### config.mk
export PLATFORM = sky130hd
export DESIGN_NAME = uart_rx_ctrl
export DESIGN_NICKNAME = d
export VERILOG_FILES = /design/src/rtl/uart_pkg.sv /design/src/rtl/uart_rx_edge_bit_cnt.sv /design/src/rtl/uart_rx_ctrl.sv
export SDC_FILE = /design/constraint.sdc
export NUM_CORES = 1
export LEC_CHECK = 0
export BUFFER_PORTS_ARGS = -buffer_cell sky130_fd_sc_hd__buf_2
export CAP_MARGIN = 0
export CORE_ASPECT_RATIO = 1.75
export CORE_UTILIZATION = 50
export CTS_BUF_LIST = sky130_fd_sc_hd__clkbuf_16
export CTS_CLUSTER_SIZE = 24
export DETAILED_ROUTE_END_ITERATION = 7
export GPL_ROUTABILITY_DRIVEN = 0
export PLACE_DENSITY = 0.69
export RECOVER_POWER = 25
export SYNTH_ARGS = -nofsm -noshare
export SYNTH_HDL_FRONTEND = slang
export SYNTH_SLANG_ARGS = --single-unit
export TNS_END_PERCENT = 1
### constraint.sdc
create_clock -name CLK -period 6.1 [get_ports CLK]
set_clock_uncertainty 0.05 [all_clocks]
set_input_delay 0.61 -clock CLK [delete_from_list [all_inputs] [get_ports CLK]]
set_output_delay 0.61 -clock CLK [all_outputs]
set_load 0.01 [all_outputs]
### src/rtl/uart_pkg.sv
// UART shared definitions: FSM state encodings, parity types, legal Prescale values and a majority helper.
// Pure declarations; no logic, latency or flow control.
package uart_pkg;

    localparam logic [2:0] ST_IDLE   = 3'd0;
    localparam logic [2:0] ST_START  = 3'd1;
    localparam logic [2:0] ST_DATA   = 3'd2;
    localparam logic [2:0] ST_PARITY = 3'd3;
    localparam logic [2:0] ST_STOP   = 3'd4;

    typedef enum logic [2:0] {
        RX_IDLE   = ST_IDLE,
        RX_START  = ST_START,
        RX_DATA   = ST_DATA,
        RX_PARITY = ST_PARITY,
        RX_STOP   = ST_STOP
    } rx_state_e;

    localparam logic PAR_EVEN = 1'b0;
    localparam logic PAR_ODD  = 1'b1;

    localparam int PRESCALE_8  = 8;
    localparam int PRESCALE_16 = 16;
    localparam int PRESCALE_32 = 32;

    function automatic logic maj3(input logic a, input logic b, input logic c);
        return (a & b) | (a & c) | (b & c);
    endfunction

endpackage

### src/rtl/uart_rx_edge_bit_cnt.sv
// Oversampling edge counter (0..prescale-1) and bit counter; wrap pulses on the last edge of each bit.
// Combinational wrap, counters update next clock; no backpressure.
module uart_rx_edge_bit_cnt #(
    parameter int PRESCALE_W = 6,
    parameter int BIT_W      = 4
) (
    input  logic                  CLK,
    input  logic                  RST,
    input  logic                  start,
    input  logic                  en,
    input  logic [PRESCALE_W-1:0] prescale,
    output logic [PRESCALE_W-1:0] edge_cnt,
    output logic [BIT_W-1:0]      bit_cnt,
    output logic                  wrap
);

    localparam logic [PRESCALE_W-1:0] ONE = PRESCALE_W'(1);

    logic [PRESCALE_W-1:0] edge_cnt_d, edge_cnt_q;
    logic [BIT_W-1:0]      bit_cnt_d, bit_cnt_q;

    assign wrap     = en && (edge_cnt_q == prescale - ONE);
    assign edge_cnt = edge_cnt_q;
    assign bit_cnt  = bit_cnt_q;

    always_comb begin
        edge_cnt_d = edge_cnt_q;
        bit_cnt_d  = bit_cnt_q;
        // The start-detect cycle itself counts as edge 0.
        if (start) begin
            edge_cnt_d = ONE;
            bit_cnt_d  = '0;
        end else if (wrap) begin
            edge_cnt_d = '0;
            bit_cnt_d  = bit_cnt_q + BIT_W'(1);
        end else if (en) begin
            edge_cnt_d = edge_cnt_q + ONE;
        end
    end

    always_ff @(posedge CLK or negedge RST) begin
        if (!RST) begin
            edge_cnt_q <= '0;
            bit_cnt_q  <= '0;
        end else begin
            edge_cnt_q <= edge_cnt_d;
            bit_cnt_q  <= bit_cnt_d;
        end
    end

endmodule

### src/rtl/uart_rx_ctrl.sv
// UART RX controller: oversampled start/data/parity/stop recovery; data_valid (1+DATA_WIDTH+PAR_EN+1)*Prescale clocks after start, no backpressure.
// UART_RX_MAJORITY_EN selects a 3-sample majority vote around mid-bit instead of a single mid-bit sample.
module uart_rx_ctrl
    import uart_pkg::*;
#(
    parameter int DATA_WIDTH = 8,
    parameter int PRESCALE_W = 6
) (
    input  logic                  CLK,
    input  logic                  RST,
    input  logic                  RX_IN,
    input  logic                  PAR_EN,
    input  logic                  PAR_TYP,
    input  logic [PRESCALE_W-1:0] Prescale,
    output logic [DATA_WIDTH-1:0] P_DATA,
    output logic                  data_valid,
    output logic                  par_err,
    output logic                  stp_err,
    output logic                  busy
);

    localparam int BIT_W = $clog2(DATA_WIDTH + 3);

    rx_state_e             state_d, state_q;
    logic [PRESCALE_W-1:0] prescale_d, prescale_q;
    logic                  par_en_d, par_en_q;
    logic                  par_typ_d, par_typ_q;
    logic [DATA_WIDTH-1:0] shift_d, shift_q;
    logic [DATA_WIDTH-1:0] p_data_d, p_data_q;
    logic                  sample_d, sample_q;
    logic                  data_valid_d, data_valid_q;
    logic                  par_err_d, par_err_q;
    logic                  stp_err_d, stp_err_q;
    logic                  busy_d, busy_q;

    logic [PRESCALE_W-1:0] edge_cnt;
    logic [PRESCALE_W-1:0] half;
    logic [BIT_W-1:0]      bit_cnt;
    logic                  wrap;
    logic                  cnt_start;
    logic                  cnt_en;

    assign cnt_start = (state_q == RX_IDLE) && !RX_IN;
    assign cnt_en    = (state_q != RX_IDLE);
    assign half      = prescale_q >> 1;

    uart_rx_edge_bit_cnt #(
        .PRESCALE_W (PRESCALE_W),
        .BIT_W      (BIT_W)
    ) u_cnt (
        .CLK      (CLK),
        .RST      (RST),
        .start    (cnt_start),
        .en       (cnt_en),
        .prescale (prescale_q),
        .edge_cnt (edge_cnt),
        .bit_cnt  (bit_cnt),
        .wrap     (wrap)
    );

`ifdef UART_RX_MAJORITY_EN
    logic maj_a_d, maj_a_q;
    logic maj_b_d, maj_b_q;

    always_comb begin
        sample_d = sample_q;
        maj_a_d  = maj_a_q;
        maj_b_d  = maj_b_q;
        if (cnt_en) begin
            if (edge_cnt == half - PRESCALE_W'(1)) maj_a_d = RX_IN;
            if (edge_cnt == half)                  maj_b_d = RX_IN;
            if (edge_cnt == half + PRESCALE_W'(1)) sample_d = maj3(maj_a_q, maj_b_q, RX_IN);
        end
    end

    always_ff @(posedge CLK or negedge RST) begin
        if (!RST) begin
            maj_a_q <= 1'b1;
            maj_b_q <= 1'b1;
        end else begin
            maj_a_q <= maj_a_d;
            maj_b_q <= maj_b_d;
        end
    end
`else
    always_comb begin
        sample_d = sample_q;
        if (cnt_en && (edge_cnt == half)) sample_d = RX_IN;
    end
`endif

    always_comb begin
        state_d      = state_q;
        prescale_d   = prescale_q;
        par_en_d     = par_en_q;
        par_typ_d    = par_typ_q;
        shift_d      = shift_q;
        p_data_d     = p_data_q;
        data_valid_d = 1'b0;
        par_err_d    = par_err_q;
        stp_err_d    = stp_err_q;
        busy_d       = busy_q;
        case (state_q)
            RX_IDLE: begin
                if (!RX_IN) begin
                    state_d    = RX_START;
                    prescale_d = Prescale;
                    par_en_d   = PAR_EN;
                    par_typ_d  = PAR_TYP;
                    par_err_d  = 1'b0;
                    stp_err_d  = 1'b0;
                    busy_d     = 1'b1;
                end
            end
            RX_START: begin
                if (wrap) begin
                    state_d = sample_q ? RX_IDLE : RX_DATA;
                    busy_d  = !sample_q;
                end
            end
            RX_DATA: begin
                if (wrap) begin
                    shift_d = {sample_q, shift_q[DATA_WIDTH-1:1]};
                    if (bit_cnt == BIT_W'(DATA_WIDTH)) state_d = par_en_q ? RX_PARITY : RX_STOP;
                end
            end
            RX_PARITY: begin
                if (wrap) begin
                    if (sample_q != (^shift_q ^ (par_typ_q == PAR_ODD))) par_err_d = 1'b1;
                    state_d = RX_STOP;
                end
            end
            RX_STOP: begin
                if (wrap) begin
                    state_d = RX_IDLE;
                    busy_d  = 1'b0;
                    if (!sample_q) begin
                        stp_err_d = 1'b1;
                    end else if (!par_err_q) begin
                        p_data_d     = shift_q;
                        data_valid_d = 1'b1;
                    end
                end
            end
            default: state_d = RX_IDLE;
        endcase
    end

    always_ff @(posedge CLK or negedge RST) begin
        if (!RST) begin
            state_q      <= RX_IDLE;
            prescale_q   <= PRESCALE_W'(PRESCALE_8);
            par_en_q     <= 1'b0;
            par_typ_q    <= PAR_EVEN;
            shift_q      <= '0;
            p_data_q     <= '0;
            sample_q     <= 1'b1;
            data_valid_q <= 1'b0;
            par_err_q    <= 1'b0;
            stp_err_q    <= 1'b0;
            busy_q       <= 1'b0;
        end else begin
            state_q      <= state_d;
            prescale_q   <= prescale_d;
            par_en_q     <= par_en_d;
            par_typ_q    <= par_typ_d;
            shift_q      <= shift_d;
            p_data_q     <= p_data_d;
            sample_q     <= sample_d;
            data_valid_q <= data_valid_d;
            par_err_q    <= par_err_d;
            stp_err_q    <= stp_err_d;
            busy_q       <= busy_d;
        end
    end

    assign P_DATA     = p_data_q;
    assign data_valid = data_valid_q;
    assign par_err    = par_err_q;
    assign stp_err    = stp_err_q;
    assign busy       = busy_q;

endmodule

==> results.py, run 1 <==
metrics = {
    "setup_path": {
        "r2r_end": "state_q[2]",
        "reg2reg_from": "prescale_q[0]",
        "crit_buf_inv": 1,
        "cp_data_required_time_ns": 6.26,
        "endpoint_kind": "flop",
        "crit_fanout": 13,
        "r2r_cells": 7,
        "cp_top_family": "simple AND/OR/NAND/NOR gates",
        "rrSetupSlack_ns": 3.58,
        "crit_type": "reg -> reg",
        "critical_path_arrival_ns": 2.68,
        "path_cells": "inv_1 > ha_1 > xor2_1 > nand3_2 > a211oi_4 > and2_1 > mux2i_1",
        "critPathLaunchType": "flop",
        "max_stage_delay_ns": 0.58,
        "cp_slowest_cell": "a211oi_4",
    },
    "placed_design": {
        "dp.cells": 278,
        "hpwlAfterDp_um": 3360,
        "io_buffers": 22,
        "dpl_worst_slack_ns": 3.59,
    },
    "layout": {
        "fin_nets": 251,
        "areaGrowthSynthToFinish_pct": 13.5,
        "antenna_cells": 0,
        "final_common_cell": "dfrtp_1",
        "final_cell_count_no_fill": 286,
        "drive_above_1_share_pct": 22.8,
        "final_cell_mix": "40 x dfrtp_1, 35 x nand2_1, 21 x buf_2, 15 x mux2_2, 14 x xnor2_1",
    },
    "routing": {
        "vias": 1631,
        "remaining_drc_errors": 0,
        "viasPerCell": 5.70,
        "routedWlPerCell_um": 16.3,
        "finalWirelength_um": 4660,
        "first_pass_iters": 4,
        "drt_iter0_drc": 29,
        "postRouteAntennaNets": 0,
    },
    "timing": {
        "final.setup.tns_ns": 0,
        "finalSetupViolCount": 0,
        "fin_crit_sh_pct": 41.3,
        "min_period_ns": 2.52,
        "fmax_ghz": 0.397,
        "rsz0062_at_grt": "no",
        "fin_ws_ns": 3.58,
        "max-slew-margin-rel_pct": -46.8,
        "final_hold_viol_count": 0,
        "drv_slew": 43,
        "worstMarginPinSlew_ns": 2.20,
    },
    "floorplan": {
        "dieWidth_um": 52.5,
        "rows": 31,
        "die_y_um": 90.4,
        "initial_core_util_pct": 52.9,
        "die_area_mm2": 0.00475,
        "io_pins": 23,
        "core_mm2": 0.00423,
    },
    "clock_network": {
        "cts_num_sinks": 42,
        "insertion_delay_ns": 0.28,
        "cts_made_buffers": 5,
        "cts-root-buf": "clkbuf_16",
        "cts_resized": 0,
        "clk_pin_slew_ns": 0.06,
        "cts_max_level": 2,
        "cts_tree": "built",
        "postCtsHoldBufs": 0,
        "clockBufferDepth": 2,
        "cts_setup_buffers": 0,
    },
    "global_routing": {
        "grt_pass1_wl_um": 7850,
        "globalRouteOverflowTotal": 0,
        "grt_pass1_vias": 1671,
        "grt_max_degree": 43,
        "grt_usage_pct": 22.5,
        "antenna_found_initial": 0,
    },
    "power": {
        "power_density_mw_per_mm2": 509,
        "vdd_drop_max_mv": 0.311,
        "power.leakage_nw": 1.23,
        "finalPower_w": 0.00129,
    },
    "outcome": {
        "violations": "capacitance limit, slew limit",
        "status": "finished, violations left",
    },
    "synth": {
        "seq_area_frac_synth_pct": 47.1,
        "synth_edf_count": 0,
        "synth-seq-cells": 42,
        "postSynthAreaPerCell_um2": 10.3,
        "netlist_instances": 216,
        "async_flop_share_pct": 100,
        "yosys_warnings": 0,
        "synth.distinct_cells": 44,
        "ys.flop_type": "dfrtp_1",
        "synth_area_mm2": 0.00223,
        "synth_nets": 231,
    },
    "min_path": {
        "holdPathStages": 1,
        "min-delay-start": "P_DATA[6]",
        "hp-class": "reg -> reg",
        "min_to": "P_DATA[6]",
    },
    "flow_run": {
        "drv_cap": 1,
    },
}
==> synth_stat cells (3+ instances only) <==
library cell | n | area share (%)
nor2_1 | 10 | 1.7
or3_1 | 3 | 0.84
nand3_1 | 12 | 2.7
o21ai_0 | 7 | 1.6
inv_1 | 7 | 1.2
clkbuf_1 | 4 | 0.67
a21oi_1 | 4 | 0.90
and3_1 | 4 | 1.1
nor3_1 | 4 | 0.90
buf_4 | 3 | 1.0
ha_1 | 4 | 2.2
mux2i_1 | 4 | 1.8
dfrtp_1 | 40 | 45
nand2_1 | 35 | 5.9
xor2_1 | 6 | 2.4
mux2_2 | 15 | 7.6
o211ai_1 | 3 | 1.0
xnor2_1 | 14 | 5.5
nor2b_1 | 4 | 1.1
==> cells by family (layout without fill, tap and decap cells) <==
logic type / after synthesis / count (layout) / share of synthesized area [%]
and+or+nand+nor: 83 / 83 / 19.1
DFF: 42 / 42 / 47.1
AOI/OAI and AO/OA: 29 / 29 / 9.80
muxes: 21 / 21 / 10.4
xor gates and xnor gates: 20 / 20 / 7.84
buffers and inverters: 17 / 38 / 3.53
adders and majority gates: 4 / 4 / 2.24
==> per-stage QoR <==
step	hold WS [ns]	utilization, %	instance area (µm²)
floorplan	0.264	-	2230
global placement	0.425	56.0	2370
detailed placement	0.433	56.0	2370
CTS	0.442	60.0	2540
global route	0.459	60.0	2540
finish	0.442	60.0	2540
==> registers in the layout (all words and copies together), names as in the netlist <==
name / count
stp_err: 1
u_cnt.bit_cnt: 4
u_cnt.edge_cnt: 6
par_typ_q: 1
state_q: 3
par_en_q: 1
prescale_q: 6
data_valid: 1
busy: 1
P_DATA: 8
par_err: 1
shift_q: 8
sample_q: 1
==> cell type report <==
class                           instances  area (µm²)
Fill cell                             379        1690
Multi-Input combinational cell        157        1110
Sequential cell                        42        1050
Clock buffer                            5         125
Timing Repair Buffer                   23         116
Tap cell                               49        61.3
Clock inverter                          3        45.0
Inverter                                7        26.3
==> layer usage <==
metal,vias to the layer above,global-route usage [%],wire (µm)
li1,785,-,-
met1,807,24.4,1690
met4,0,12.9,127
met2,28,39.0,2720
met5,-,0,0
met3,11,3.54,115
==> report_power, final <==
group | switching [W] | internal, W
Combinational | 0.000290 | 0.000219
Sequential | 0.000117 | 0.000363
Clock | 0.000109 | 0.000193
Total | 0.000517 | 0.000775
==> worst max-delay path by stage <==
stage / to / cells past startpoint / start
finish: state_q[2] / 7 / prescale_q[0]
global route: prescale_q[5] / 1 / RST
CTS: state_q[2] / 7 / prescale_q[0]
detailed placement: state_q[2] / 7 / prescale_q[0]
global placement: state_q[2] / 7 / prescale_q[0]
floorplan: P_DATA[0] / 7 / prescale_q[0]
Note: power is estimated with default switching activity, not from simulation.
==> run 2, diff against run 1 <==
--- a/config.mk
+++ b/config.mk
@@ -5,6 +5,7 @@
 export SDC_FILE = /design/constraint.sdc
 export NUM_CORES = 1
 export LEC_CHECK = 0
+export ABC_AREA = 1
 export BUFFER_PORTS_ARGS = -buffer_cell sky130_fd_sc_hd__buf_2
 export CAP_MARGIN = 0
 export CORE_ASPECT_RATIO = 1.75
==> constraint.sdc (replaced) <==
create_clock -name CLK -period 2.4 [get_ports CLK]
set_clock_uncertainty 0.05 [all_clocks]
set_input_delay 0.24 -clock CLK [delete_from_list [all_inputs] [get_ports CLK]]
set_output_delay 0.24 -clock CLK [all_outputs]
set_load 0.01 [all_outputs]
==> run 2 against run 1 <==
Against the previous run:
- the run now ends clean
- worst setup slack worse by 3.4 ns
- final cell count grew 33%
- power up 140%
- wire length grew 2.2%
- non-clock buffer count rose by 1
- largest power group unchanged
==> results.py, run 2 <==
metrics = {
    "outcome": {
        "status": "complete, no violations",
    },
    "floorplan": {
        "initial_core_util_pct": 52.2,
        "dieWidth_um": 53.5,
        "die_y_um": 92.1,
        "die_area_mm2": 0.00492,
        "io_pins": 23,
        "core_mm2": 0.00444,
        "rows": 32,
    },
    "synth": {
        "yosys_warnings": 0,
        "synth-seq-cells": 42,
        "yosys.area.top_type_share_pct": 43.2,
        "postSynthAreaPerCell_um2": 7.68,
        "netlist_instances": 302,
        "seq_area_frac_synth_pct": 45.4,
        "synth_edf_count": 0,
        "synth_nets": 317,
        "synth_common_cells": "107 x nand2_1, 40 x dfrtp_1, 36 x inv_1",
        "synth.distinct_cells": 32,
        "async_flop_share_pct": 100,
        "yosys.cell_count.top_type": "nand2_1",
        "yosys-top-cells-area": "dfrtp_1 43%, nand2_1 17%, inv_1 5.8%, nand3_1 4.5%, o21ai_0 3.9%",
        "synth_area_leader_cell": "dfrtp_1",
        "ys.flop_type": "dfrtp_1",
        "synth_area_mm2": 0.00232,
    },
    "placed_design": {
        "io_buffers": 22,
        "hpwlAfterDp_um": 3660,
        "dp.cells": 373,
    },
    "timing": {
        "max-slew-margin-rel_pct": 32.1,
        "finalSetupViolCount": 0,
        "rsz0062_at_grt": "no",
        "min_period_ns": 2.19,
        "worstMarginPinSlew_ns": 1.02,
        "final.setup.tns_ns": 0,
        "drv_slew": 0,
        "final_hold_viol_count": 0,
        "fin_crit_sh_pct": 91.2,
        "fmax_ghz": 0.457,
        "holdWs_ns": 0.0793,
    },
    "global_routing": {
        "grt_pass1_vias": 1844,
        "grt_max_degree": 43,
        "antenna_found_initial": 0,
        "grt_usage_pct": 22.4,
        "grt_pass1_wl_um": 8060,
        "globalRouteOverflowTotal": 0,
    },
    "power": {
        "finalPower_w": 0.00308,
        "power_density_mw_per_mm2": 1170,
        "vdd_drop_max_mv": 0.782,
        "power.leakage_nw": 1.36,
    },
    "routing": {
        "finalWirelength_um": 4760,
        "remaining_drc_errors": 0,
        "drt_iter0_drc": 47,
        "routedWlPerCell_um": 12.5,
        "first_pass_iters": 4,
        "vias": 1938,
        "viasPerCell": 5.09,
        "postRouteAntennaNets": 0,
    },
    "setup_path": {
        "crit_type": "reg -> reg",
        "path_cells": "inv_2 > ha_1 > inv_1 > nand2_1 > nand2_1 > nand3_1 > nor2_4 > nand3_4 > nor2_2 > nand2_2 > nand2_1 > o21ai_2",
        "critical_path_arrival_ns": 2.30,
        "max_stage_delay_ns": 0.39,
        "cp_slowest_cell": "dfrtp_1",
        "rrSetupSlack_ns": 0.21,
        "crit_fanout": 17,
        "endpoint_kind": "flop",
        "cpMostUsedCell": "nand2_1",
        "cp_data_required_time_ns": 2.51,
        "critPathLaunchType": "flop",
    },
    "clock_network": {
        "cts_made_buffers": 5,
        "cts_tree": "built",
        "cts-root-buf": "clkbuf_16",
        "cts_setup_buffers": 0,
        "clockBufferDepth": 2,
        "postCtsHoldBufs": 0,
        "cts_num_sinks": 42,
        "clk_pin_slew_ns": 0.06,
        "cts_resized": 0,
        "insertion_delay_ns": 0.28,
        "cts_max_level": 2,
    },
    "layout": {
        "areaGrowthSynthToFinish_pct": 14.0,
        "finish.utilization_pct": 59.5,
        "drive_above_1_share_pct": 17.0,
        "final_common_cell": "nand2_1",
        "multi_input_area_mm2": 0.00108,
        "fin_nets": 344,
        "ff_latch_area_mm2": 0.00105,
        "final_cell_count_no_fill": 381,
        "final_cell_mix": "107 x nand2_1, 40 x dfrtp_1, 37 x inv_1, 21 x nand3_1, 21 x buf_2",
        "antenna_cells": 0,
        "fill_cells": 424,
    },
    "min_path": {
        "hp-class": "in -> async",
    },
    "flow_run": {
        "drv_cap": 0,
    },
}
## run 2: cell types whose count changed in the layout (fill, tap and decap cells not counted), moves of 8 or more
cell,delta
nand2_1,+72
nand3_1,+9
nor2_1,+8
mux2_2,-15
inv_1,+30
o21ai_0,+11
xnor2_1,-12
o21ai_2,+8
## run 2: cell families (layout without fill, tap and decap cells)
group / after synthesis / after routing / synth area share, %
AOI/OAI and AO/OA: 43 / 43 / 11.8
DFF: 42 / 42 / 45.4
adders and majority gates: 4 / 4 / 2.16
buffers and inverters: 44 / 72 / 7.82
xor gates and xnor gates: 7 / 7 / 2.64
and+or+nand+nor: 162 / 162 / 30.2
## run 2: worst paths after layout
path                            depth (start not counted)       endpoint           from
worst max-delay path                                   12      P_DATA[1]  prescale_q[0]
worst min-delay path                                    1           busy            RST
worst max register to register                         12      P_DATA[1]  prescale_q[0]
worst min register to register                          2      P_DATA[5]      P_DATA[5]
max in group asynchronous                               1     shift_q[1]            RST
min in group CLK                                        3  prescale_q[5]    Prescale[5]
## run 2: power by group
part	leakage [nW]	switching (W)	internal, W
sequential	0.555	0.000191	0.000887
clock	0.0812	0.000261	0.000486
combinational	0.722	0.000806	0.000451
total	1.36	0.00126	0.00182
## run 2: final cells by class
type,instances,area share (%)
clock buffer,5,4.73
clock inverter,3,1.56
inverter,40,5.68
multi-input combinational,216,41.0
sequential,42,39.9
tap,51,2.41
timing repair buffer,24,4.73
## run 2: critical path: cells and delay by family (launching register included)
| family | cells | cell delay, ns |
|---|---|---|
| compound gates | 1 | 0.06 |
| buf+inv | 2 | 0.13 |
| fa+ha+maj | 1 | 0.31 |
| simple gates | 8 | 1.12 |
| flops | 1 | 0.39 |
## run 2: routing by layer
| metal | global-route usage, % | vias to the layer above | share of wire (%) |
|---|---|---|---|
| met3 | 2.99 | 13 | 2.1 |
| met2 | 39.8 | 35 | 55 |
| li1 | - | 1008 | - |
| met5 | 0 | - | 0 |
| met1 | 24.1 | 882 | 40 |
| met4 | 11.6 | 0 | 3.3 |
## run 2: per-stage QoR
stage | setup WS [ns] | instance area [µm²]
floorplan | 0.536 | 2320
global placement | 0.257 | 2480
detailed placement | 0.218 | 2480
CTS | 0.202 | 2640
global route | 0.0190 | 2640
finish | 0.212 | 2640
==> run 3, diff against run 2 <==
--- a/config.mk
+++ b/config.mk
@@ -9,12 +9,12 @@
 export BUFFER_PORTS_ARGS = -buffer_cell sky130_fd_sc_hd__buf_2
 export CAP_MARGIN = 0
 export CORE_ASPECT_RATIO = 1.75
-export CORE_UTILIZATION = 50
+export CORE_UTILIZATION = 58
 export CTS_BUF_LIST = sky130_fd_sc_hd__clkbuf_16
 export CTS_CLUSTER_SIZE = 24
 export DETAILED_ROUTE_END_ITERATION = 7
 export GPL_ROUTABILITY_DRIVEN = 0
-export PLACE_DENSITY = 0.69
+export PLACE_DENSITY = 0.78
 export RECOVER_POWER = 25
 export SYNTH_ARGS = -nofsm -noshare
 export SYNTH_HDL_FRONTEND = slang
==> run 3 against run 2 <==
Against the previous run:
- via count grew 3.1%
- power shrank 3.8%
- worst setup slack gained 0.057 ns
- global-route usage grew 3.3 points
- worst hold slack lost 0.032 ns
- sequential share of layout area grew 0.48 points
- final cell count shrank 1.0%
- critical path depth is the same
- clock power shrank 14%
- combinational power is essentially flat
- first-iteration DRC count grew 43%
==> results.py, run 3 (same netlist as run 2, synthesis figures left out) <==
metrics = {
    "timing": {
        "rsz0062_at_grt": "no",
        "min_period_ns": 2.13,
        "max-slew-margin-rel_pct": 38.4,
        "final_hold_viol_count": 0,
        "fmax_ghz": 0.469,
        "worstMarginPinSlew_ns": 0.924,
        "final.setup.tns_ns": 0,
        "drv_slew": 0,
        "finalSetupViolCount": 0,
        "fin_crit_sh_pct": 88.8,
        "holdWs_ns": 0.0471,
    },
    "routing": {
        "remaining_drc_errors": 0,
        "first_pass_iters": 4,
        "postRouteAntennaNets": 0,
        "vias": 1998,
        "finalWirelength_um": 4680,
        "drt_iter0_drc": 67,
        "viasPerCell": 5.30,
        "routedWlPerCell_um": 12.4,
    },
    "clock_network": {
        "postCtsHoldBufs": 0,
        "cts-root-buf": "clkbuf_16",
        "cts_num_sinks": 42,
        "insertion_delay_ns": 0.28,
        "clk_pin_slew_ns": 0.06,
        "clockBufferDepth": 2,
        "cts_made_buffers": 5,
        "cts_tree": "built",
        "cts_setup_buffers": 0,
        "cts_max_level": 2,
    },
    "global_routing": {
        "antenna_found_initial": 0,
        "grt_max_degree": 43,
        "grt_usage_pct": 25.6,
        "grt_pass1_wl_um": 8260,
        "globalRouteOverflowTotal": 0,
        "grt_pass1_vias": 1897,
    },
    "floorplan": {
        "io_pins": 23,
        "rows": 30,
        "dieWidth_um": 49.8,
        "die_y_um": 85.6,
        "core_mm2": 0.00387,
        "die_area_mm2": 0.00426,
        "initial_core_util_pct": 60.0,
    },
    "power": {
        "power_density_mw_per_mm2": 1140,
        "power.leakage_nw": 1.35,
        "vdd_drop_max_mv": 0.753,
    },
    "setup_path": {
        "crit_fanout": 17,
        "r2r_cells": 12,
        "endpoint": "P_DATA[0]",
        "endpoint_kind": "flop",
        "r2r_end": "P_DATA[0]",
        "critical_path_arrival_ns": 2.25,
        "critPathLaunchType": "flop",
        "reg2reg_from": "prescale_q[1]",
        "crit_start": "prescale_q[1]",
        "cp_data_required_time_ns": 2.52,
        "crit_type": "reg -> reg",
        "rrSetupSlack_ns": 0.27,
    },
    "layout": {
        "final_common_cell": "nand2_1",
        "final_cell_mix": "107 x nand2_1, 40 x dfrtp_1, 36 x inv_1, 22 x buf_2, 21 x nand3_1",
        "antenna_cells": 0,
        "fill_cells": 354,
        "fin_nets": 343,
        "areaGrowthSynthToFinish_pct": 12.6,
        "drive_above_1_share_pct": 16.7,
    },
    "flow_run": {
        "drv_cap": 0,
    },
    "placed_design": {
        "io_buffers": 22,
        "hpwlAfterDp_um": 3500,
    },
    "min_path": {
        "hp-class": "in -> async",
    },
    "outcome": {
        "status": "complete, no violations",
    },
}
-- run 3: cell count changes in the layout (fill, tap and decap cells not counted), sizes merged --
cell	previous run	this run
bufinv	1	0
clkinv	1	3
inv	40	39
clkbuf	6	5
-- run 3: cell type report --
cell class | instances | area (µm²) | share of cell area (%)
sequential | 42 | 1050 | 40.3
clock inverter | 3 | 16.3 | 0.623
tap | 48 | 60.1 | 2.30
clock buffer | 5 | 125 | 4.79
timing repair buffer | 23 | 118 | 4.50
multi-input combinational | 216 | 1090 | 41.7
inverter | 40 | 150 | 5.75
-- run 3: worst min-delay path by stage --
| stage | startpoint | endpoint | slack, ns | cells past startpoint |
|---|---|---|---|---|
| 6_report | RST | state_q[1] | 0.05 | 1 |
| 5_1_grt | Prescale[4] | prescale_q[4] | 0.11 | 3 |
| 4_1_cts | RST | state_q[0] | 0.08 | 1 |
| 3_5_place_dp | RST | state_q[0] | 0.38 | 1 |
| 3_3_place_gp | RST | state_q[1] | 0.37 | 1 |
| 2_1_floorplan | RST | P_DATA[0] | -0.11 | 0 |
-- run 3: timing repair --
action                                  CTS  global route
endpoints found under the setup margin    0             1
hold endpoints to repair                  0             0
gates resized for setup                   0             1
-- run 3: report_power, final --
group / switching, W / internal [W]
logic: 0.000804 / 0.000443
registers: 0.000188 / 0.000887
clock network: 0.000265 / 0.000379
-- run 3: metrics by stage --
stage / worst slack, ns / instance area, µm² / std cells / power, W / util, %
after global placement: 0.270 / 2460 / 369 / 0.00229 / 63.8
after global routing: 0.115 / 2610 / 377 / 0.00324 / 67.5
after CTS: 0.173 / 2610 / 377 / 0.00298 / 67.4
after detailed placement: 0.207 / 2460 / 369 / 0.00232 / 63.8
after floorplan: 0.536 / 2320 / 302 / 0.00201 / -
final: 0.269 / 2610 / 377 / 0.00297 / 67.5
-- run 3: per-layer routing --
layer / global-route usage, % / vias up / share of wire [%]
met1: 26.9 / 920 / 37
li1: - / 1009 / -
met4: 13.0 / 0 / 3.6
met5: 0 / - / 0
met2: 47.5 / 54 / 56
met3: 4.26 / 15 / 3.1
-- run 3: critical path, stage by stage (launching register included) --
cell and delay (ns):
dfrtp_1 0.39, inv_1 0.08, ha_1 0.29, inv_1 0.06
nand2_1 0.04, nand2_1 0.06, nand3_1 0.11, nor2_4 0.17
nand3_4 0.19, nor2_2 0.21, nand2_4 0.17, nand2_1 0.12
o21ai_2 0.06
